==> src/rtl/p_hardisc.sv <==
// rtl/p_hardisc.sv - shared types and constants for the carry-less multiply sequencer
package p_hardisc;

  typedef enum logic [1:0] {
    CLMUL_L    = 2'b00,
    CLMUL_H    = 2'b01,
    CLMUL_R    = 2'b10,
    CLMUL_RSVD = 2'b11
  } clmul_mode_t;

  typedef enum logic [1:0] {
    IDLE = 2'b00,
    RUN  = 2'b01,
    DONE = 2'b10
  } clmul_state_t;

  localparam int CLMUL_ITER = 32;

  // Pick the 32-bit result window out of the 64-bit carry-less product
  function automatic logic [31:0] clmul_select(input clmul_mode_t mode, input logic [63:0] acc);
    logic [31:0] res;
    case (mode)
      CLMUL_L: res = acc[31:0];
      CLMUL_H: res = acc[63:32];
      CLMUL_R: res = acc[62:31];
      default: res = 32'h0;
    endcase
    return res;
  endfunction

endpackage

==> src/rtl/beu_clmul_step.sv <==
// rtl/beu_clmul_step.sv - one combinational shift-and-xor iteration of carry-less multiply
module beu_clmul_step (
  input  logic [63:0] acc_i,
  input  logic [63:0] mcand_i,
  input  logic [31:0] mplr_i,
  output logic [63:0] acc_o,
  output logic [63:0] mcand_o,
  output logic [31:0] mplr_o
);

  // Conditionally fold the shifted multiplicand into the product, then advance one bit
  always_comb begin
    acc_o   = mplr_i[0] ? (acc_i ^ mcand_i) : acc_i;
    mcand_o = {mcand_i[62:0], 1'b0};
    mplr_o  = {1'b0, mplr_i[31:1]};
  end

endmodule

==> src/rtl/beu_clmul_seq.sv <==
// rtl/beu_clmul_seq.sv - bit-serial CLMUL/CLMULH/CLMULR sequencer (optional BEU_CLMUL_EARLY_EXIT_EN)
module beu_clmul_seq
  import p_hardisc::*;
#(
  parameter int TAG_W = 5
) (
  input  logic             s_clk_i,
  input  logic             s_reset_i,
  input  logic             s_valid_i,
  output logic             s_ready_o,
  input  logic [1:0]       s_mode_i,
  input  logic [31:0]      s_op1_i,
  input  logic [31:0]      s_op2_i,
  input  logic [TAG_W-1:0] s_tag_i,
  input  logic             s_flush_i,
  output logic             s_valid_o,
  input  logic             s_ready_i,
  output logic [31:0]      s_result_o,
  output logic [TAG_W-1:0] s_tag_o,
  output logic             s_busy_o
);

  clmul_state_t     state_q, state_d;
  clmul_mode_t      mode_q;
  logic [TAG_W-1:0] tag_q;
  logic [63:0]      acc_q, mcand_q;
  logic [31:0]      mplr_q;
  logic [4:0]       cnt_q;
  logic [31:0]      result_q;
  logic [TAG_W-1:0] res_tag_q;

  logic [63:0] acc_n, mcand_n;
  logic [31:0] mplr_n;
  logic        accept;
  logic        last_iter;

  beu_clmul_step u_step (
    .acc_i   (acc_q),
    .mcand_i (mcand_q),
    .mplr_i  (mplr_q),
    .acc_o   (acc_n),
    .mcand_o (mcand_n),
    .mplr_o  (mplr_n)
  );

  assign s_ready_o  = (state_q == IDLE) & ~s_flush_i;
  assign accept     = s_valid_i & s_ready_o;
  assign s_valid_o  = (state_q == DONE);
  assign s_busy_o   = (state_q != IDLE);
  assign s_result_o = result_q;
  assign s_tag_o    = res_tag_q;

  // Decide whether the current RUN cycle is the final iteration
  always_comb begin
`ifdef BEU_CLMUL_EARLY_EXIT_EN
    last_iter = (cnt_q == 5'(CLMUL_ITER - 1)) || (mplr_n == 32'h0);
`else
    last_iter = (cnt_q == 5'(CLMUL_ITER - 1));
`endif
  end

  // Sequencer state register
  always_ff @(posedge s_clk_i) begin
    if (s_reset_i) state_q <= IDLE;
    else           state_q <= state_d;
  end

  // Next-state logic; flush overrides everything and returns to IDLE
  always_comb begin
    state_d = state_q;
    case (state_q)
      IDLE:    if (accept)    state_d = RUN;
      RUN:     if (last_iter) state_d = DONE;
      DONE:    if (s_ready_i) state_d = IDLE;
      default: state_d = IDLE;
    endcase
    if (s_flush_i) state_d = IDLE;
  end

  // Operand capture, iteration datapath and registered result
  always_ff @(posedge s_clk_i) begin
    if (s_reset_i) begin
      mode_q    <= CLMUL_L;
      tag_q     <= '0;
      acc_q     <= '0;
      mcand_q   <= '0;
      mplr_q    <= '0;
      cnt_q     <= '0;
      result_q  <= '0;
      res_tag_q <= '0;
    end else begin
      if (accept) begin
        mode_q  <= clmul_mode_t'(s_mode_i);
        tag_q   <= s_tag_i;
        acc_q   <= '0;
        mcand_q <= {32'h0, s_op1_i};
        mplr_q  <= s_op2_i;
        cnt_q   <= '0;
      end else if (state_q == RUN) begin
        acc_q   <= acc_n;
        mcand_q <= mcand_n;
        mplr_q  <= mplr_n;
        cnt_q   <= cnt_q + 5'd1;
      end
      if ((state_q == RUN) && last_iter && !s_flush_i) begin
        result_q  <= clmul_select(mode_q, acc_n);
        res_tag_q <= tag_q;
      end
    end
  end

endmodule
==> config.mk <==
export PLATFORM = sky130hd
export DESIGN_NAME = beu_clmul_seq
export DESIGN_NICKNAME = d
export VERILOG_FILES = /design/src/rtl/p_hardisc.sv /design/src/rtl/beu_clmul_step.sv /design/src/rtl/beu_clmul_seq.sv
export SDC_FILE = /design/constraint.sdc
export NUM_CORES = 1
export LEC_CHECK = 0
export CAP_MARGIN = 25
export CORE_MARGIN = 8
export CORE_UTILIZATION = 50
export DETAILED_ROUTE_END_ITERATION = 7
export PLACE_DENSITY = 0.76
export SYNTH_ARGS = -nofsm -noshare
export SYNTH_HDL_FRONTEND = slang
export SYNTH_SLANG_ARGS = --single-unit
==> constraint.sdc <==
create_clock -name s_clk_i -period 1.8 [get_ports s_clk_i]
set_input_delay 0.18 -clock s_clk_i [delete_from_list [all_inputs] [get_ports s_clk_i]]
set_output_delay 0.18 -clock s_clk_i [all_outputs]
set_load 0.005 [all_outputs]
; ---- After elaboration in Yosys (flattened, before gate mapping)
; Index checks and enable logic that the tools add are counted.
[word_totals]
regBits = 211
inputBits = 76
wordCells = 43
[op_classes]
addsub = 1
n_eq_ne = 8
n_mux = 10
bitwise = 4
reduce_logical = 10
[ops]
columns = operator, n
row1 = 2-to-1 mux 32 bit, 4
row2 = one-hot mux 32 bit (3 select lines), 1
row3 = 2-to-1 mux 64 bit, 1
row4 = bitwise XOR 64 bit, 1
row5 = 2-to-1 mux 2 bit, 3
row6 = one-hot mux 2 bit (3 select lines), 1
row7 = adder 5 x 1 -> 5 bit (second input constant), 1
row8 = == test 5 bit (second input constant), 1
row9 = == test 2 x 1 -> 1 bit (second input constant), 2
row10 = == test 2 bit (second input constant), 2
row11 = logical NOT 2 bit, 2
row12 = != test 2 bit (second input constant), 2
row13 = nonzero test 2 bit, 2
row14 = OR reduction 2 bit, 2
row15 = AND reduction 3 bit, 1
row16 = AND 1 bit, 2
row17 = logical AND 1 bit, 2
row18 = != test 2 x 1 -> 1 bit (second input constant), 1
row19 = logical NOT 1 bit, 1
row20 = NOT 1 bit, 1

; ---- Depth between registers and ports, before layout
[depth]
word_depth = 5
depth_mapped = 9
ltp_nobuf = 7

; ---- By module
; Synthesis repeated with hierarchy kept, for this count alone.
[hier_totals]
cells_unflattened = 1277
hier_area_um2 = 10334.9
[modules_own_cells]
columns = mod, instances, cells_each, area_per_inst_um2, seq_area_each_um2
row1 = beu_clmul_seq, 1, 1045, 8730.9, 4224.1
row2 = beu_clmul_step, 1, 232, 1604.0, 0.0

; ---- Least setup slack after synthesis
; Ideal clock, no wire load.
[synth_timing]
path_kind = reg2reg
start = reg cnt_q[0]
end = reg result_q[22] (netlist: s_result_o[22])
setup_time_ns = 0.095
t_arrival_ns = 1.687
t_required_ns = 1.705
slack_ns = 0.018
stages_incl_launch_ff = 9
path_buffers = 1
synth_period_minus_slack_ns = 1.782
path_cell_list = dfxtp_1 > ha_1 > and3_1 > ha_1 > nand2_1 > nor3_4 > nand2_1 > clkbuf_1 > a221oi_1
[synth_via]
elab_chain_cells = 3
[synth_rtl]
columns = element, line_no
row1 = start: declaration, beu_clmul_seq.sv:28  ; logic [4:0] cnt_q;
row2 = start signal: assignment, beu_clmul_seq.sv:103  ; cnt_q <= cnt_q + 5'd1;
row3 = == test 5 bit, beu_clmul_seq.sv:58  ; last_iter = (cnt_q == 5'(CLMUL_ITER - 1));
row4 = logical AND 1 bit (2 in series), beu_clmul_seq.sv:105  ; if ((state_q == RUN) && last_iter && !s_flush_i) begin
row5 = end signal: assignment, beu_clmul_seq.sv:106  ; result_q <= clmul_select(mode_q, acc_n);
row6 = end: declaration, beu_clmul_seq.sv:29  ; logic [31:0] result_q;
; No other way between the ends.
; A chain may end at the register's enable or synchronous reset.

; ---- Worst setup path in the final report
[layout_timing]
start = reg cnt_q[1]
end = reg result_q[4] (netlist: s_result_o[4])
; The elaborated chain is that of the path after synthesis.

==> impl_results.md <==
- Status: finished, violations left
- Failing checks: negative setup slack
- First-pass GRT wire length: 40700 um
- Final Hold Viols: 0
- Routed len/inst: 16.5 um
- WS Path Type: reg -> reg
- Final net count: 1324
- Syn_area_per_cell: 8.14 um^2
- PnR worst setup slack: -12.9 ps
- Sink Count: 211
- Share of layout cells above drive strength 1: 10.2%
- Worst hold path type: in -> reg
- Initial DRC count: 500
- Die X-Extent: 153 um
- Vias per cell: 5.51
- 1st-pass router iterations: 4
- Startpoint Class: flip-flop
- Maximum net fanout on the critical path: 11
- Bufs on Longest Clock Path: 3
- Via count: 8252
- Largest delay contributor family on the critical path: simple AND/OR/NAND/NOR gates
- PortBufs: 115
- Gr usage total: 20.5%
- Area share of the largest cell type after synthesis: 45.3%
- Worst Path Arrival: 2220 ps
- Tmin final: 1810 ps
- Fmax: 0.552 GHz
- Period utilization: 101%
- Post-synthesis cell type count: 29
- Fill cell count: 1566
- Grt total ovfl: 0
- Synth top area cells: dfxtp_1, nand2_1, xor2_1, xnor2_1, a22oi_1
- Max-Cap Viols: 0
- Peak VDD IR: 0.628 mV
- Drt drc: 0
- Slew margin rel.: 57.9%
- H-tree lvl count: 1
- Finish-stage setup viols: 4
- Synth area leader: dfxtp_1
- CTS tree: done
- Core Area: 18500 um^2
- Leak: 3.95 nW
- Yosys Warn Count: 0
- CP bufs+invs: 1
- Setup_tns: -22.4 ps
- Max-slew violation count: 0
- Cell area after synthesis: 9320 um^2
- Hold_buf cts: 0
- Crit Reg-Reg Startpoint: cnt_q[1]
- Mapped Cells: 1144
- Inserted Clock Buffers: 23
- Post-DP HPWL: 15900 um
- Critical Path, Cell by Cell: ha_4, and3_4, ha_4, nand2_4, nor3_4, nand2_4, buf_12, a221oi_1
- Initial antenna violation count: 0
- Starting Density: 50.3%
- Synthesized Nets: 1222
- Clock transition at path regs: 60 ps
- RSZ-0062 raised after global routing: yes
- Routed wire length: 24700 um
- Root Driver: clkbuf_16
- Row cnt: 50
- Die area: 23300 um^2
- Slowest stage delay, CP: 350 ps
- Vias in the first global route: 8312
- GPL Wtd Cong: 0.780
- Skew final: 5.40 ps
- Worst setup EP type: flip-flop
- Die Ht: 153 um
- DRT antenna net count: 0
- Layout area overhead: 27.6%
- Ports: 116
- Worst-margin pin slew: 631 ps
- Fin util: 64.2%
- Clk_lat worst skew: 500 ps
- Max stage delay cell, worst path: dfxtp_2
- Required @ worst endpoint: 2200 ps
- Power Dens Cells: 872 nW/um^2
- Largest net degree at the start of global routing: 111
- Crit path launch: cnt_q[1]
- Antenna Diode Count: 0
- Seq/Total Area, Yosys: 45.3%
- Min-delay src: s_reset_i
- FF+latch count, synth: 211
==> path summary, 6_finish.rpt <==
path              slack [ps]            end  depth (start not counted)
setup / recovery         -10  s_result_o[4]                          8
hold / removal           110    mcand_q[59]                          3
setup reg to reg         -10  s_result_o[4]                          8
hold reg to reg          450      mplr_q[3]                          2
==> cell type report <==
class                   count  area, um^2  area share [%]
multi-input cells         844        4880            41.1
flip-flops and latches    211        4240            35.6
repair buffers            165        1710            14.4
clock buffers              35         681            5.72
well taps                 234         293            2.46
clock inverters             7        88.8           0.747
inverters                   1        3.75          0.0316
==> layout by cell type, fill, tap and decap left out, types with 2 or more instances in the layout <==
master           netlist  routed
a21boi_1               4      17
dfxtp_1              211     206
bufinv_16              0       2
nand2_4                0       2
ha_4                   0       2
nor2_2                 0       2
dfxtp_4                0       2
a311oi_1              31      31
xnor2_1               65      65
or2_2                  2       2
nand3_1                2       2
clkinv_2               0       4
nor3_1                 3       2
clkbuf_16              0      24
nor2b_2                0       2
clkbuf_8               0       6
a221oi_2               0      15
buf_6                  3       2
a221oi_1              32      17
dfxtp_2                0       3
buf_4                  2      35
a21boi_2               0       3
nand2_1              352     349
a21boi_0              28      12
clkbuf_1              45       6
clkdlybuf4s50_1        0     111
a22oi_1               63      63
buf_12                 0      13
dlygate4sd2_1          0       3
nor2_1               103     101
xor2_1                66      66
a21oi_1               80      80
==> cells by family (layout without fill, tap and decap cells) <==
family	Yosys count	count (layout)	share of synthesized area (%)
and+or+nand+nor	473	473	19.8
xor gates and xnor gates	131	131	12.3
buffers and inverters	89	208	4.36
adders and majority gates	2	2	0.269
DFF	211	211	45.3
AOI/OAI and AO/OA	238	238	17.9
==> Yosys cell counts <==
cell type,count
a311oi_1,31
nor2_1,103
buf_2,34
nand3_1,2
a22oi_1,63
buf_6,3
ha_1,2
nand2b_1,1
and3_1,1
dfxtp_1,211
and3b_1,1
buf_1,4
nor4b_4,1
a21boi_0,28
nand4bb_1,1
xnor2_1,65
a221oi_1,32
nor3_1,3
a21boi_1,4
inv_1,1
or2_2,2
clkbuf_1,45
nor3_4,1
nand4_1,1
nor2b_1,4
xor2_1,66
a21oi_1,80
buf_4,2
nand2_1,352
==> per-layer routing <==
| metal | GRT usage (%) | part of all wire (%) |
|---|---|---|
| met5 | 0 | 0 |
| met4 | 6.27 | 2.9 |
| met3 | 4.40 | 6.0 |
| met2 | 34.9 | 48 |
| met1 | 25.5 | 43 |
==> report_power, final <==
group	total [mW]	internal, mW	switching, mW	leakage, nW
Sequential	4.86	4.77	0.0944	1.71
Clock	4.75	2.89	1.86	0.382
Combinational	0.754	0.345	0.409	1.85
Total	10.4	8.01	2.36	3.95
==> worst reg2reg max path: stages (launching register included) <==
cell and delay [ps]:
dfxtp_2 350, ha_4 140, and3_4 190, ha_4 160
nand2_4 60, nor3_4 230, nand2_4 140, buf_12 180
a221oi_1 260
==> metrics by stage <==
step	area [um^2]	power (mW)	hold slack [ps]	instances	setup slack, ps
2_1_floorplan	9320	5.32	259	1144	17.7
3_3_place_gp	10900	5.69	442	1450	13.3
6_report	11900	10.4	110	1497	-12.9
4_1_cts	11700	10.4	108	1494	3.57
3_5_place_dp	10900	5.70	446	1450	-64.2
5_1_grt	11900	10.7	135	1497	-94.0
==> registers in the layout, indices dropped and copies added (netlist names) <==
name and flops:
s_result_o 32, mplr_q 32, tag_q 5, s_tag_o 5
acc_q 64, mcand_q 64, mode_q 2, cnt_q 5
state_q 2
==> repair_timing <==
| action | CTS | global route |
|---|---|---|
| gates resized for setup | 19 | 39 |
| cloned | 0 | 2 |
| pin swaps | 0 | 5 |
| setup buffers | 2 | 1 |
| setup endpoints to repair | 35 | 32 |
No activity file was read; power rests on OpenSTA's default activity.
